[config.mk]
export PLATFORM = sky130hd
export DESIGN_NAME = px_threshold_pack
export DESIGN_NICKNAME = d
export VERILOG_FILES = /design/src/rtl/px_threshold_pack.sv
export SDC_FILE = /design/constraint.sdc
export NUM_CORES = 1
export LEC_CHECK = 0
export CORE_MARGIN = 3
export CORE_UTILIZATION = 40
export CTS_CLUSTER_DIAMETER = 60
export DETAILED_ROUTE_END_ITERATION = 8
export GPL_TIMING_DRIVEN = 0
export PLACE_DENSITY = 0.73
export SKIP_LAST_GASP = 1
export SYNTH_ARGS = -nofsm -noshare
export SYNTH_HDL_FRONTEND = slang
export SYNTH_SLANG_ARGS = --single-unit
export TNS_END_PERCENT = 10
[constraint.sdc]
create_clock -name clock -period 5.2 [get_ports clock]
set_clock_uncertainty 0.2 [all_clocks]
set_input_delay 0.78 -clock clock [delete_from_list [all_inputs] [get_ports clock]]
set_output_delay 0.78 -clock clock [all_outputs]
set_load 0.05 [all_outputs]
[src/rtl/px_threshold_pack.sv]
// px_threshold_pack: thresholds filtered pixels, packs mask bits 8 per byte LSB first,
// queues bytes in a 2-entry FIFO and counts foreground pixels per frame.
module px_threshold_pack #(
    parameter int FRAME_PIXELS = 64,
    parameter int CNT_W = $clog2(FRAME_PIXELS + 1)
) (
    input  logic             clock,
    input  logic             reset,
    input  logic [7:0]       in_px_data,
    input  logic             in_px_wr,
    output logic             in_px_full,
    input  logic [7:0]       cfg_threshold,
    output logic [7:0]       out_mask_data,
    output logic             out_mask_wr,
    input  logic             out_mask_full,
    output logic [CNT_W-1:0] fg_count,
    output logic             frame_done
);
    logic [CNT_W-1:0] idx, run_cnt, run_next;
    logic [7:0] thr, acc, acc_next;
    logic [7:0] mem [2];
    logic rd_ptr, wr_ptr;
    logic [1:0] count;
    logic accept, fg, last, commit;
    logic [2:0] pos;

    assign in_px_full = count != 2'd2;
    assign accept = in_px_wr & in_px_full;
    // Pixel 0 compares against the live threshold, the rest against the latched copy.
    assign fg = in_px_data >= (idx == '0 ? cfg_threshold : thr);
    assign pos = 3'(idx);
    assign last = idx == CNT_W'(FRAME_PIXELS - 1);
    assign acc_next = acc | (8'(fg) << pos);
    assign commit = accept & (pos == 3'd7 | last);
    assign run_next = run_cnt + CNT_W'(fg);
    assign out_mask_wr = (count != 2'd0) & out_mask_full;
    assign out_mask_data = count != 2'd0 ? mem[rd_ptr] : 8'd0;

    always_ff @(posedge clock or negedge reset) begin
        if (!reset) begin
            idx        <= '0;
            run_cnt    <= '0;
            fg_count   <= '0;
            frame_done <= 1'b0;
            thr        <= 8'd0;
            acc        <= 8'd0;
            mem[0]     <= 8'd0;
            mem[1]     <= 8'd0;
            rd_ptr     <= 1'b0;
            wr_ptr     <= 1'b0;
            count      <= 2'd0;
        end else begin
            frame_done <= accept & last;
            count      <= count + 2'(commit) - 2'(out_mask_wr);
            if (commit) begin
                mem[wr_ptr] <= acc_next;
                wr_ptr      <= ~wr_ptr;
            end
            if (out_mask_wr)
                rd_ptr <= ~rd_ptr;
            if (accept) begin
                if (idx == '0)
                    thr <= cfg_threshold;
                acc     <= commit ? 8'd0 : acc_next;
                idx     <= last ? '0 : idx + CNT_W'(1);
                run_cnt <= last ? '0 : run_next;
                if (last)
                    fg_count <= run_next;
            end
        end
    end
endmodule

== Word level (Yosys, flattened, before mapping) ==
Index checks and enable logic that the tools add are counted.

* Flip-flop bits (word level): 58
* Bits in latches: 0
* RAM bits: 0
* ROM bits: 0
* Input port bits: 20
* Word-level logic and storage cells: 48
* Memories: 0

* Add/subtract/negate cells: 4
* $mul: 0
* Div/mod/pow operators: 0
* Order comparisons: 4
* Equal/unequal tests: 3
* Shift-type cells: 1
* Muxes and demuxes: 11
* Bitwise gates (word level): 10
* Reduce and logical (&&, ||, !) cells: 4

{| class="wikitable"
|+ Operators by type and width
! operator !! count
|-
| $mux W8 || 7
|-
| $bwmux W16 || 1
|-
| $mux W7 || 2
|-
| $demux W8 S1 || 1
|-
| $ge A8 B8 Y1 || 1
|-
| $or A8 B8 Y8 || 1
|-
| $shl A1 B3 Y8 || 1
|-
| $add A7 B1 Y7 || 1
|-
| $add A7 B1 Y7 const B || 1
|-
| $eq A7 B6 Y1 const B || 1
|-
| $logic_not A7 Y1 || 1
|-
| $and A1 B1 Y1 || 4
|-
| $ge A2 B2 Y1 const B || 2
|-
| $not A1 Y2 || 2
|-
| $eq A3 B3 Y1 const B || 1
|-
| $add A2 B1 Y2 || 1
|-
| $lt A2 B1 Y1 const B || 1
|-
| $ne A2 B2 Y1 const B || 1
|-
| $not A1 Y1 || 2
|-
| $reduce_and A2 Y1 || 1
|-
| $reduce_bool A2 Y1 || 1
|-
| $sub A2 B1 Y2 || 1
|-
| $logic_and A1 B1 Y1 || 1
|-
| $or A1 B1 Y1 || 1
|}

== Depth between registers and ports, before layout ==
Gate-level depths: netlist of run 1.

* Depth in word-level cells: 6
* Depth in mapped cells: 17

== Least setup slack after synthesis of run 1 ==
Ideal clock, no wire load.

* Path type: register to register
* From: register idx[0]
* To: register run_cnt[6]
* Setup time: 0.083 ns
* Arrival time: 3.371 ns
* Required time: 4.917 ns
* Path slack: 1.546 ns
* Cell stages (with the launch flop): 18
* Buffers on the path: 2
* Clock period less this slack: 3.654 ns
* Path through: dfrtp_1 buf_2 inv_1 ha_1 nand3b_1 buf_6 mux2_2 ha_1 nand2b_4 a2111oi_4 o31ai_2 ha_1 ha_1 and3_1 and3_1 o21ai_0 nand2_1 o21ai_0

* Cells in the longest elaborated chain, start to end: 5
* Elaborated cells between the ends (all ways): 6

{| class="wikitable"
|+ Ends and longest elaborated chain
! what !! line !! RTL
|-
| start: declaration || 19 || <nowiki>logic [CNT_W-1:0] idx, run_cnt, run_next;</nowiki>
|-
| start signal: assignment || 65 || <nowiki>idx <= last ? '0 : idx + CNT_W'(1);</nowiki>
|-
| $logic_not A7 Y1 || 30 || <nowiki>assign fg = in_px_data >= (idx == '0 ? cfg_threshold : thr);</nowiki>
|-
| $mux W8 || n/a ||
|-
| $ge A8 B8 Y1 || 30 ||
|-
| $add A7 B1 Y7 || 35 || <nowiki>assign run_next = run_cnt + CNT_W'(fg);</nowiki>
|-
| $mux W7 * || 66 || <nowiki>run_cnt <= last ? '0 : run_next;</nowiki>
|-
| end signal: assignment || 66 ||
|-
| end: declaration || 19 ||
|}

Every way passes the cells marked *; elsewhere a longest branch is shown, timed or not.
A chain may end at the register's enable or synchronous reset.

== Worst setup path after layout of run 1 ==
Ends and elaborated chain as after synthesis.

==> impl_metrics.toml, run 1 <==
[outcome]
outcome = "finished clean"

[clock_tree]
clk_pin_slew_ps = 70
clockBufferDepth = 2
cts-root-buf = "clkbuf_8"
ctsResizeCount = 0
cts-hold-fix-buffers = 0
clk_latency_ps = 330
clock_sinks = 58
cts_tree = "yes"
cts_setup_buffers = 0
cts.htree.levels = 3
numCtsBuffers = 9

[placed_design]
place_congestion = 0.821
dpl.hpwl_um = 4450
portBuffers = 37
place_ws_ps = 1110

[job]
cap_violations = 0

[sta]
setup_violations = 0
rsz0062_at_grt = "no"
fin_ws_ps = 1110
hold_viol_final = 0
min_period_ps = 4090
clock.fmax_ghz = 0.245
fin_crit_sh = 0.786
tightest_slew_ps = 657
slew_headroom = 0.562
slew_viol_final = 0
finalSetupTns_ps = 0

[routing]
drcViolationCount = 0
antenna_left = 0
wl_um = 5970
first_pass_iters = 4
routedWlPerCell_um = 13.4
drt_iter0_drc = 101
via_per_inst = 5.09
via_count = 2264

[global_route]
use_met3 = 0.0435
met2_usage = 0.259
grt_max_degree = 37
antenna_found_initial = 0
grt_pass1_wl_um = 10400
grt-busiest-layer = "met2"
grtUsageTotal = 0.155
grt_overflow = 0
first_global_vias = 2319
grt_use_met1 = 0.186

[critical_path]
critPathKind = "flip-flop to flip-flop"
crit_family = "adder cells"
worstPathRequired_ps = 5250
worstPathMaxFanout = 9
slowest_stage = "a2111oi_4"
slowest_delay_ps = 450
crit_chain = "buf_2 -> inv_1 -> ha_1 -> nand3b_1 -> buf_6 -> mux2_2 -> ha_1 -> nand2b_4 -> a2111oi_4 -> o31ai_2 -> ha_1 -> ha_1 -> and3_1 -> and3_1 -> o21ai_0 -> nand2_1 -> o21ai_0"
critPathArrivalTime_ps = 4130
worst_path_most_repeated_cell = "ha_1"
startpoint_type = "flip-flop"
crit_buf_inv = 3
cp-end-kind = "flip-flop"

[synth]
syn-instance-count = 295
ys_warn_count = 0
syn_area_per_cell_um2 = 9.99
netlist_area_um2 = 2950
yosysSeqAreaShare = 0.493
synth_nets = 330
synth-seq-cells = 58
yosysUniqueCellTypes = 39

[pwr]
leakagePower_nw = 1.65
peakVddDrop_mv = 0.236
powerDensity_nw_per_um2 = 557

[layout]
layout-drive-gt1-share = 0.106
antenna_cells = 0
synthToLayoutAreaGrowth_pct = 22.7
final_nets = 379

[floorplan]
die_w_um = 91.8
core_um2 = 6980
fp.dieH_um = 91.8
fp-row-count = 30
initial_utilization = 0.422
die-area_um2 = 8430
ios = 38

[min_path]
hold_path_class = "input port to asynchronous set/reset pin"
## metal layers
metal,part of all wire,vias up
met4,0.023,0
met3,0.031,17
met2,0.49,37
li1,-,1123
met1,0.45,1087
met5,0,-
## sequential cells by signal (all words and copies together), names as in the netlist
name	cells
count	2
acc	8
rd_ptr	1
idx	7
mem	16
thr	8
run_cnt	7
frame_done	1
wr_ptr	1
fg_count	7
## cell usage in the layout (no fill, tap or decap), drive strengths merged
| cell type | n |
|---|---|
| ha | 15 |
| xor2 | 2 |
| buf | 10 |
| a41oi | 1 |
| o21a | 4 |
| clkdlybuf4s50 | 36 |
| nand3b | 1 |
| o22ai | 1 |
| o31ai | 2 |
| o32ai | 1 |
| nor4 | 1 |
| and3b | 1 |
| and2 | 2 |
| mux2i | 15 |
| a21oi | 21 |
| nor2b | 3 |
| a2111oi | 1 |
| inv | 8 |
| nand4 | 1 |
| nand2b | 4 |
| nand2 | 40 |
| nor3 | 3 |
| o211ai | 1 |
| mux2 | 5 |
| nor2 | 37 |
| dfrtp | 58 |
| nand3 | 6 |
| o21ai | 28 |
| xnor2 | 10 |
| clkbuf | 17 |
| a31oi | 7 |
| clkinv | 3 |
| and3 | 3 |
| a211o | 1 |
## area by class of cell
cell class                 instances  area, um2
buffer                            12       67.6
clock buffer                      13        149
clock inverter                     3       15.0
fill                             658       3370
inverter                           8       30.0
multi-input combinational        217       1400
sequential                        58       1450
tap                               96        120
timing repair buffer              38        385
## worst register-to-register path, cell delays in order (launching register included)
cell and delay, ps:
dfrtp_1 340, buf_2 220, inv_1 90, ha_1 210, nand3b_1 100, buf_6 160, mux2_2 360, ha_1 270
nand2b_4 140, a2111oi_4 450, o31ai_2 200, ha_1 250, ha_1 230, and3_1 240, and3_1 220, o21ai_0 160
nand2_1 70, o21ai_0 80
## power breakdown
| group | switching [mW] | internal (mW) |
|---|---|---|
| combinational | 0.577 | 0.371 |
| clock | 0.174 | 0.184 |
| sequential | 0.102 | 0.605 |
## worst paths after layout
check	startpoint	to	slack, ps	cells past startpoint
setup / recovery	idx[0]$_DFFE_PN0P_	run_cnt[6]$_DFFE_PN0P_	1110	17
hold / removal	reset	idx[5]$_DFFE_PN0P_	230	1
setup reg to reg	idx[0]$_DFFE_PN0P_	run_cnt[6]$_DFFE_PN0P_	1110	17
hold reg to reg	fg_count[4]$_DFFE_PN0P_	fg_count[4]$_DFFE_PN0P_	270	2
max in group asynchronous	reset	mem[15]$_DFFE_PN0P_	4000	2
min in group clock	fg_count[4]$_DFFE_PN0P_	fg_count[4]$_DFFE_PN0P_	270	2
## logic make-up (layout without fill, tap and decap cells)
| kind of cell | count (synthesis) | after routing | share of synthesized area |
|---|---|---|---|
| XOR/XNOR | 12 | 12 | 0.0357 |
| buffers and inverters | 20 | 74 | 0.0331 |
| AO/OA/AOI/OAI | 68 | 68 | 0.146 |
| flip-flops | 58 | 58 | 0.493 |
| adder cells (fa/ha/maj) | 15 | 15 | 0.0637 |
| multiplexers | 20 | 20 | 0.0701 |
| AND/OR/NAND/NOR | 102 | 102 | 0.159 |
## cell usage after synthesis
cell type | instances | area share
mux2i_1 | 15 | 0.051
nand2b_1 | 3 | 0.0064
a31oi_1 | 7 | 0.015
nor4_1 | 1 | 0.0021
mux2_2 | 5 | 0.019
a21oi_2 | 1 | 0.0030
a21oi_1 | 19 | 0.032
a21oi_4 | 1 | 0.0055
clkbuf_1 | 4 | 0.0051
and3_1 | 2 | 0.0042
a2111oi_4 | 1 | 0.0093
o21ai_0 | 28 | 0.048
o21a_1 | 4 | 0.010
and2_1 | 2 | 0.0042
nor3_1 | 1 | 0.0017
nand3b_1 | 1 | 0.0025
inv_1 | 8 | 0.010
and3_2 | 1 | 0.0025
o22ai_1 | 1 | 0.0021
dfrtp_1 | 58 | 0.49
nand2b_4 | 1 | 0.0047
o31ai_1 | 1 | 0.0025
buf_6 | 2 | 0.0076
ha_1 | 15 | 0.064
xor2_1 | 2 | 0.0059
o211ai_1 | 1 | 0.0025
a211o_1 | 1 | 0.0030
a41oi_1 | 1 | 0.0030
nand4_1 | 1 | 0.0021
nand3_1 | 6 | 0.010
buf_2 | 6 | 0.010
nor2b_1 | 3 | 0.0064
o31ai_2 | 1 | 0.0042
nor2_1 | 37 | 0.047
and3b_1 | 1 | 0.0030
nand2_1 | 40 | 0.051
nor3_4 | 2 | 0.011
o32ai_2 | 1 | 0.0055
xnor2_1 | 10 | 0.030
## per-stage QoR
step,instance area [um2],util,hold WS [ps],cells,power [mW]
6_report,3620,0.518,229,445,2.01
5_1_grt,3620,0.518,263,445,2.17
4_1_cts,3620,0.518,239,445,2.03
3_5_place_dp,3450,0.494,269,429,1.67
3_3_place_gp,3440,0.492,254,428,1.63
2_1_floorplan,2950,-,240,295,1.40
Power figures use the tool's default switching activity.
==> run 2: changes to the inputs <==
--- a/config.mk
+++ b/config.mk
@@ -10,7 +10,7 @@
 export CTS_CLUSTER_DIAMETER = 60
 export DETAILED_ROUTE_END_ITERATION = 8
 export GPL_TIMING_DRIVEN = 0
-export PLACE_DENSITY = 0.73
+export PLACE_DENSITY = 0.75
 export SKIP_LAST_GASP = 1
 export SYNTH_ARGS = -nofsm -noshare
 export SYNTH_HDL_FRONTEND = slang
==> constraint.sdc (replaced) <==
create_clock -name clock -period 3.3 [get_ports clock]
set_clock_uncertainty 0.2 [all_clocks]
set_input_delay 0.495 -clock clock [delete_from_list [all_inputs] [get_ports clock]]
set_output_delay 0.495 -clock clock [all_outputs]
set_load 0.05 [all_outputs]
==> impl_metrics.toml, run 2 (synthesis gave the netlist of run 1 again) <==
[outcome]
outcome = "finished with violations"
violations = "negative hold slack, negative setup slack"

[sta]
hold_viol_final = 28
fin_crit_sh = 1.03
rsz0062_at_grt = "yes"
slew_viol_final = 0
slew_headroom = 0.557
tightest_slew_ps = 665
clock.fmax_ghz = 0.293
setup_violations = 6
timing.hold.ws_ps = -20.7
finalSetupTns_ps = -297
fin_ws_ps = -114
min_period_ps = 3410

[routing]
drt_iter0_drc = 137
routedWlPerCell_um = 14.2
drcViolationCount = 0
antenna_left = 0
via_count = 2385
wl_um = 6550
via_per_inst = 5.17
first_pass_iters = 4

[clock_tree]
clk_latency_ps = 350
cts.htree.levels = 3
clk_pin_slew_ps = 70
numCtsBuffers = 9
clockBufferDepth = 2
cts-root-buf = "clkbuf_8"
cts-hold-fix-buffers = 0
clock_sinks = 58
cts_tree = "yes"

[layout]
largest_register_ff_count = 16
fillerInstances = 629
final_cell_area_um2 = 3880
reg.largest.list = "mem (16), acc (8), thr (8)"
layout_commonest_cell = "dfrtp_1"
final_nets = 395
layout-drive-gt1-share = 0.181
antenna_cells = 0
synthToLayoutAreaGrowth_pct = 31.7
top_register = "mem"
mostFrequentLayoutCells = "dfrtp_1, nand2_1, nor2_1, clkdlybuf4s50_1, o21ai_0"

[placed_design]
portBuffers = 37
dpl.hpwl_um = 4590
postPlaceCellArea_um2 = 3510
place_congestion = 0.774

[floorplan]
fp.dieH_um = 91.8
ios = 38
initial_utilization = 0.422
die_w_um = 91.8
die-area_um2 = 8430
core_um2 = 6980
fp-row-count = 30

[critical_path]
startpoint_type = "flip-flop"
critPathKind = "flip-flop to flip-flop"
worst_r2r_path_depth = 16
r2r-start = "idx[2]$_DFFE_PN0P_"
r2r_end = "run_cnt[6]$_DFFE_PN0P_"
worstPathRequired_ps = 3370
r2r_slack_ps = -110
worstPathMaxFanout = 9
critPathArrivalTime_ps = 3490
cp-end-kind = "flip-flop"

[global_route]
first_global_vias = 2434
grtUsageTotal = 0.167
grt_overflow = 0
grt_pass1_wl_um = 11100
antenna_found_initial = 0
grt_max_degree = 31

[pwr]
peakVddDrop_mv = 0.324
powerDensity_nw_per_um2 = 927
leakagePower_nw = 1.75

[min_path]
hold_path_class = "input port to asynchronous set/reset pin"

[job]
cap_violations = 0
[run 2: cell count changes in the layout (fill, tap and decap cells not counted), sizes merged]
cell,previous run,this run
buf,10,26
bufinv,0,2
clkbuf,17,15
clkinv,3,2
clkinvlp,0,1
[run 2: worst max-delay path by stage]
| stage | start | end | slack (ps) | cells after the start |
|---|---|---|---|---|
| after global placement | idx[0]$_DFFE_PN0P_ | fg_count[6]$_DFFE_PN0P_ | -320 | 16 |
| after global routing | idx[2]$_DFFE_PN0P_ | run_cnt[6]$_DFFE_PN0P_ | -360 | 17 |
| final | idx[2]$_DFFE_PN0P_ | run_cnt[6]$_DFFE_PN0P_ | -110 | 16 |
| after floorplan | idx[4]$_DFFE_PN0P_ | fg_count[6]$_DFFE_PN0P_ | -100 | 14 |
| after CTS | idx[4]$_DFFE_PN0P_ | run_cnt[6]$_DFFE_PN0P_ | -110 | 15 |
| after detailed placement | idx[1]$_DFFE_PN0P_ | fg_count[6]$_DFFE_PN0P_ | -360 | 15 |
[run 2: final cells by class]
type,instances,area [um2],share of cell area
Buffer,12,73.8,0.0190
Clock buffer,11,141,0.0364
Clock inverter,5,77.6,0.0200
Inverter,8,32.5,0.00838
Multi-Input combinational cell,217,1480,0.381
Sequential cell,58,1450,0.374
Tap cell,96,120,0.0310
Timing Repair Buffer,54,505,0.130
[run 2: critical path, cell delays in order, from the launching register on]
cell and delay, ps:
dfrtp_1 400, buf_6 150, nor4_2 120, nand3b_1 120, buf_6 150, mux2_4 310, ha_4 210, nand2b_4 140
a2111oi_4 460, o31ai_4 100, ha_2 210, ha_4 160, and3_4 180, and3_4 190, o21ai_1 130, nand2_1 50
o21ai_1 60
[run 2: per-layer routing]
layer	vias up	GRT usage	part of all wire
met5	-	0	0
met4	0	0.0743	0.024
met3	16	0.0427	0.042
met2	67	0.280	0.50
met1	1150	0.201	0.43
li1	1152	-	-
[run 2: timing repair]
action                                  in CTS  in global routing
buffers inserted                            14                  2
gates resized for setup                      6                  1
hold endpoints to repair                     0                  0
pin swaps                                    7                  0
endpoints found under the setup margin      12                 21
[run 2: per-stage QoR]
step / std cells / power [mW] / worst slack [ps] / utilization
after floorplan: 295 / 2.28 / -98.0 / -
after global placement: 428 / 2.63 / -321 / 0.501
after detailed placement: 429 / 2.71 / -361 / 0.503
after CTS: 459 / 3.57 / -109 / 0.553
after global routing: 461 / 3.85 / -356 / 0.556
final: 461 / 3.60 / -114 / 0.556
[run 2: power by group]
group	internal [mW]	switching [mW]	total [mW]
Clock	0.443	0.294	0.737
Sequential	0.955	0.159	1.11
Combinational	0.741	1.01	1.75
Total	2.14	1.46	3.60
==> run 3: changes to the inputs <==
--- a/config.mk
+++ b/config.mk
@@ -5,7 +5,7 @@
 export SDC_FILE = /design/constraint.sdc
 export NUM_CORES = 1
 export LEC_CHECK = 0
-export CORE_MARGIN = 3
+export CORE_MARGIN = 2
 export CORE_UTILIZATION = 40
 export CTS_CLUSTER_DIAMETER = 60
 export DETAILED_ROUTE_END_ITERATION = 8
==> impl_metrics.toml, run 3 (synthesis gave the netlist of run 1 again) <==
[outcome]
outcome = "finished with violations"
violations = "negative setup slack"

[layout]
fillerInstances = 659
reg.largest.list = "mem (16), acc (8), thr (8)"
final_cells = 459
synthToLayoutAreaGrowth_pct = 29.7
layout_commonest_cell = "dfrtp_1"
layout-drive-gt1-share = 0.161
final_cell_area_um2 = 3820
top_register = "mem"
mostFrequentLayoutCells = "dfrtp_1, nand2_1, nor2_1, clkdlybuf4s50_1, o21ai_0"
final_nets = 391
utilization = 0.533
antenna_cells = 0
largest_register_ff_count = 16

[clock_tree]
cts.htree.levels = 3
clockBufferDepth = 2
clk_latency_ps = 330
cts-root-buf = "clkbuf_8"
numCtsBuffers = 9
clock_sinks = 58
clk_pin_slew_ps = 70
cts_tree = "yes"

[critical_path]
critPathKind = "flip-flop to flip-flop"
worstPathRequired_ps = 3360
r2r_slack_ps = -180
cp-end-kind = "flip-flop"
worst_r2r_path_depth = 15
critPathArrivalTime_ps = 3530
startpoint_type = "flip-flop"
r2r-start = "idx[3]$_DFFE_PN0P_"
worstPathMaxFanout = 6
r2r_end = "run_cnt[6]$_DFFE_PN0P_"

[sta]
clock.fmax_ghz = 0.288
tightest_slew_ps = 671
fin_ws_ps = -175
hold_viol_final = 0
slew_viol_final = 0
setup_violations = 7
min_period_ps = 3480
timing.hold.ws_ps = 277
fin_crit_sh = 1.05
slew_headroom = 0.553
rsz0062_at_grt = "yes"

[routing]
first_pass_iters = 4
antenna_left = 0
drt_iter0_drc = 132
drcViolationCount = 0
via_count = 2295
via_per_inst = 5.00
routedWlPerCell_um = 13.6
wl_um = 6230

[global_route]
first_global_vias = 2267
grt_pass1_wl_um = 10600
grt_overflow = 0
antenna_found_initial = 0
grt_max_degree = 37
grtUsageTotal = 0.165

[min_path]
whs_path_depth = 2
hold_path_class = "flip-flop to flip-flop"
hold_path_end = "fg_count[4]$_DFFE_PN0P_"
hp-start = "fg_count[4]$_DFFE_PN0P_"

[floorplan]
die-area_um2 = 8070
fp-row-count = 31
initial_utilization = 0.411
ios = 38
fp.dieH_um = 89.8
die_w_um = 89.8
core_um2 = 7180

[job]
cap_violations = 0

[placed_design]
place_congestion = 0.801
place_ws_ps = -387
postPlaceCellArea_um2 = 3520
portBuffers = 37
dpl.hpwl_um = 4410
dp_cells = 432

[pwr]
leakagePower_nw = 1.72
powerDensity_nw_per_um2 = 897
peakVddDrop_mv = 0.334
run 3: cell types whose count changed in the layout (fill, tap and decap cells not counted):
cell,previous run,this run
buf_4,16,11
a21oi_4,1,2
clkinvlp_4,1,0
a21oi_2,1,0
bufinv_16,2,1
clkbuf_1,5,6
dlygate4sd3_1,0,1
xnor2_2,1,0
xnor2_1,9,10
run 3: through the flow:
step           power, mW  TNS [ps]
2_1_floorplan       2.28      -157
3_3_place_gp        2.63    -16500
3_5_place_dp        2.70     -1940
4_1_cts             3.45      -688
5_1_grt             3.68     -2680
6_report            3.43      -616
run 3: final cells by class:
type                            instances  area [um2]  share of cell area
Multi-Input combinational cell        217        1480               0.386
Sequential cell                        58        1450               0.380
Timing Repair Buffer                   50         478               0.125
Clock buffer                           12         145              0.0380
Tap cell                               99         124              0.0324
Buffer                                 12        73.8              0.0193
Clock inverter                          3        40.0              0.0105
Inverter                                8        32.5             0.00851
run 3: where the power goes:
part           internal, mW  switching, mW  total, mW
Sequential            0.955          0.161       1.12
Combinational         0.702          0.983       1.68
Clock                 0.363          0.263      0.626
run 3: worst max path at each step:
stage / startpoint / endpoint / cells past startpoint
2_1_floorplan: idx[4]$_DFFE_PN0P_ / fg_count[6]$_DFFE_PN0P_ / 14
3_3_place_gp: idx[0]$_DFFE_PN0P_ / fg_count[6]$_DFFE_PN0P_ / 16
3_5_place_dp: idx[1]$_DFFE_PN0P_ / run_cnt[6]$_DFFE_PN0P_ / 16
4_1_cts: idx[3]$_DFFE_PN0P_ / run_cnt[6]$_DFFE_PN0P_ / 15
5_1_grt: idx[2]$_DFFE_PN0P_ / fg_count[6]$_DFFE_PN0P_ / 15
6_report: idx[3]$_DFFE_PN0P_ / run_cnt[6]$_DFFE_PN0P_ / 15
run 3: repair_timing:
item / CTS / global route
hold buffers: 1 / 0
pin swaps: 7 / 0
endpoints found under the setup margin: 12 / 19
resized for setup: 6 / 1
hold endpoints to repair: 22 / 0
setup buffers: 11 / 0
run 3: critical path, stage by stage (launching register included):
cell and delay (ps):
dfrtp_1 420, nor4_2 270, nand3b_1 120, buf_6 160, mux2_4 310, ha_4 210, nand2b_4 140, a2111oi_4 460
o31ai_4 110, ha_2 210, ha_4 160, and3_4 170, and3_4 190, o21ai_1 130, nand2_1 60, o21ai_1 80
run 3: metal layers:
layer | GRT usage | part of all wire | up-vias
met2 | 0.273 | 0.48 | 43
met5 | 0 | 0 | -
met3 | 0.0427 | 0.037 | 12
met4 | 0.0731 | 0.019 | 0
met1 | 0.203 | 0.46 | 1099
li1 | - | - | 1141
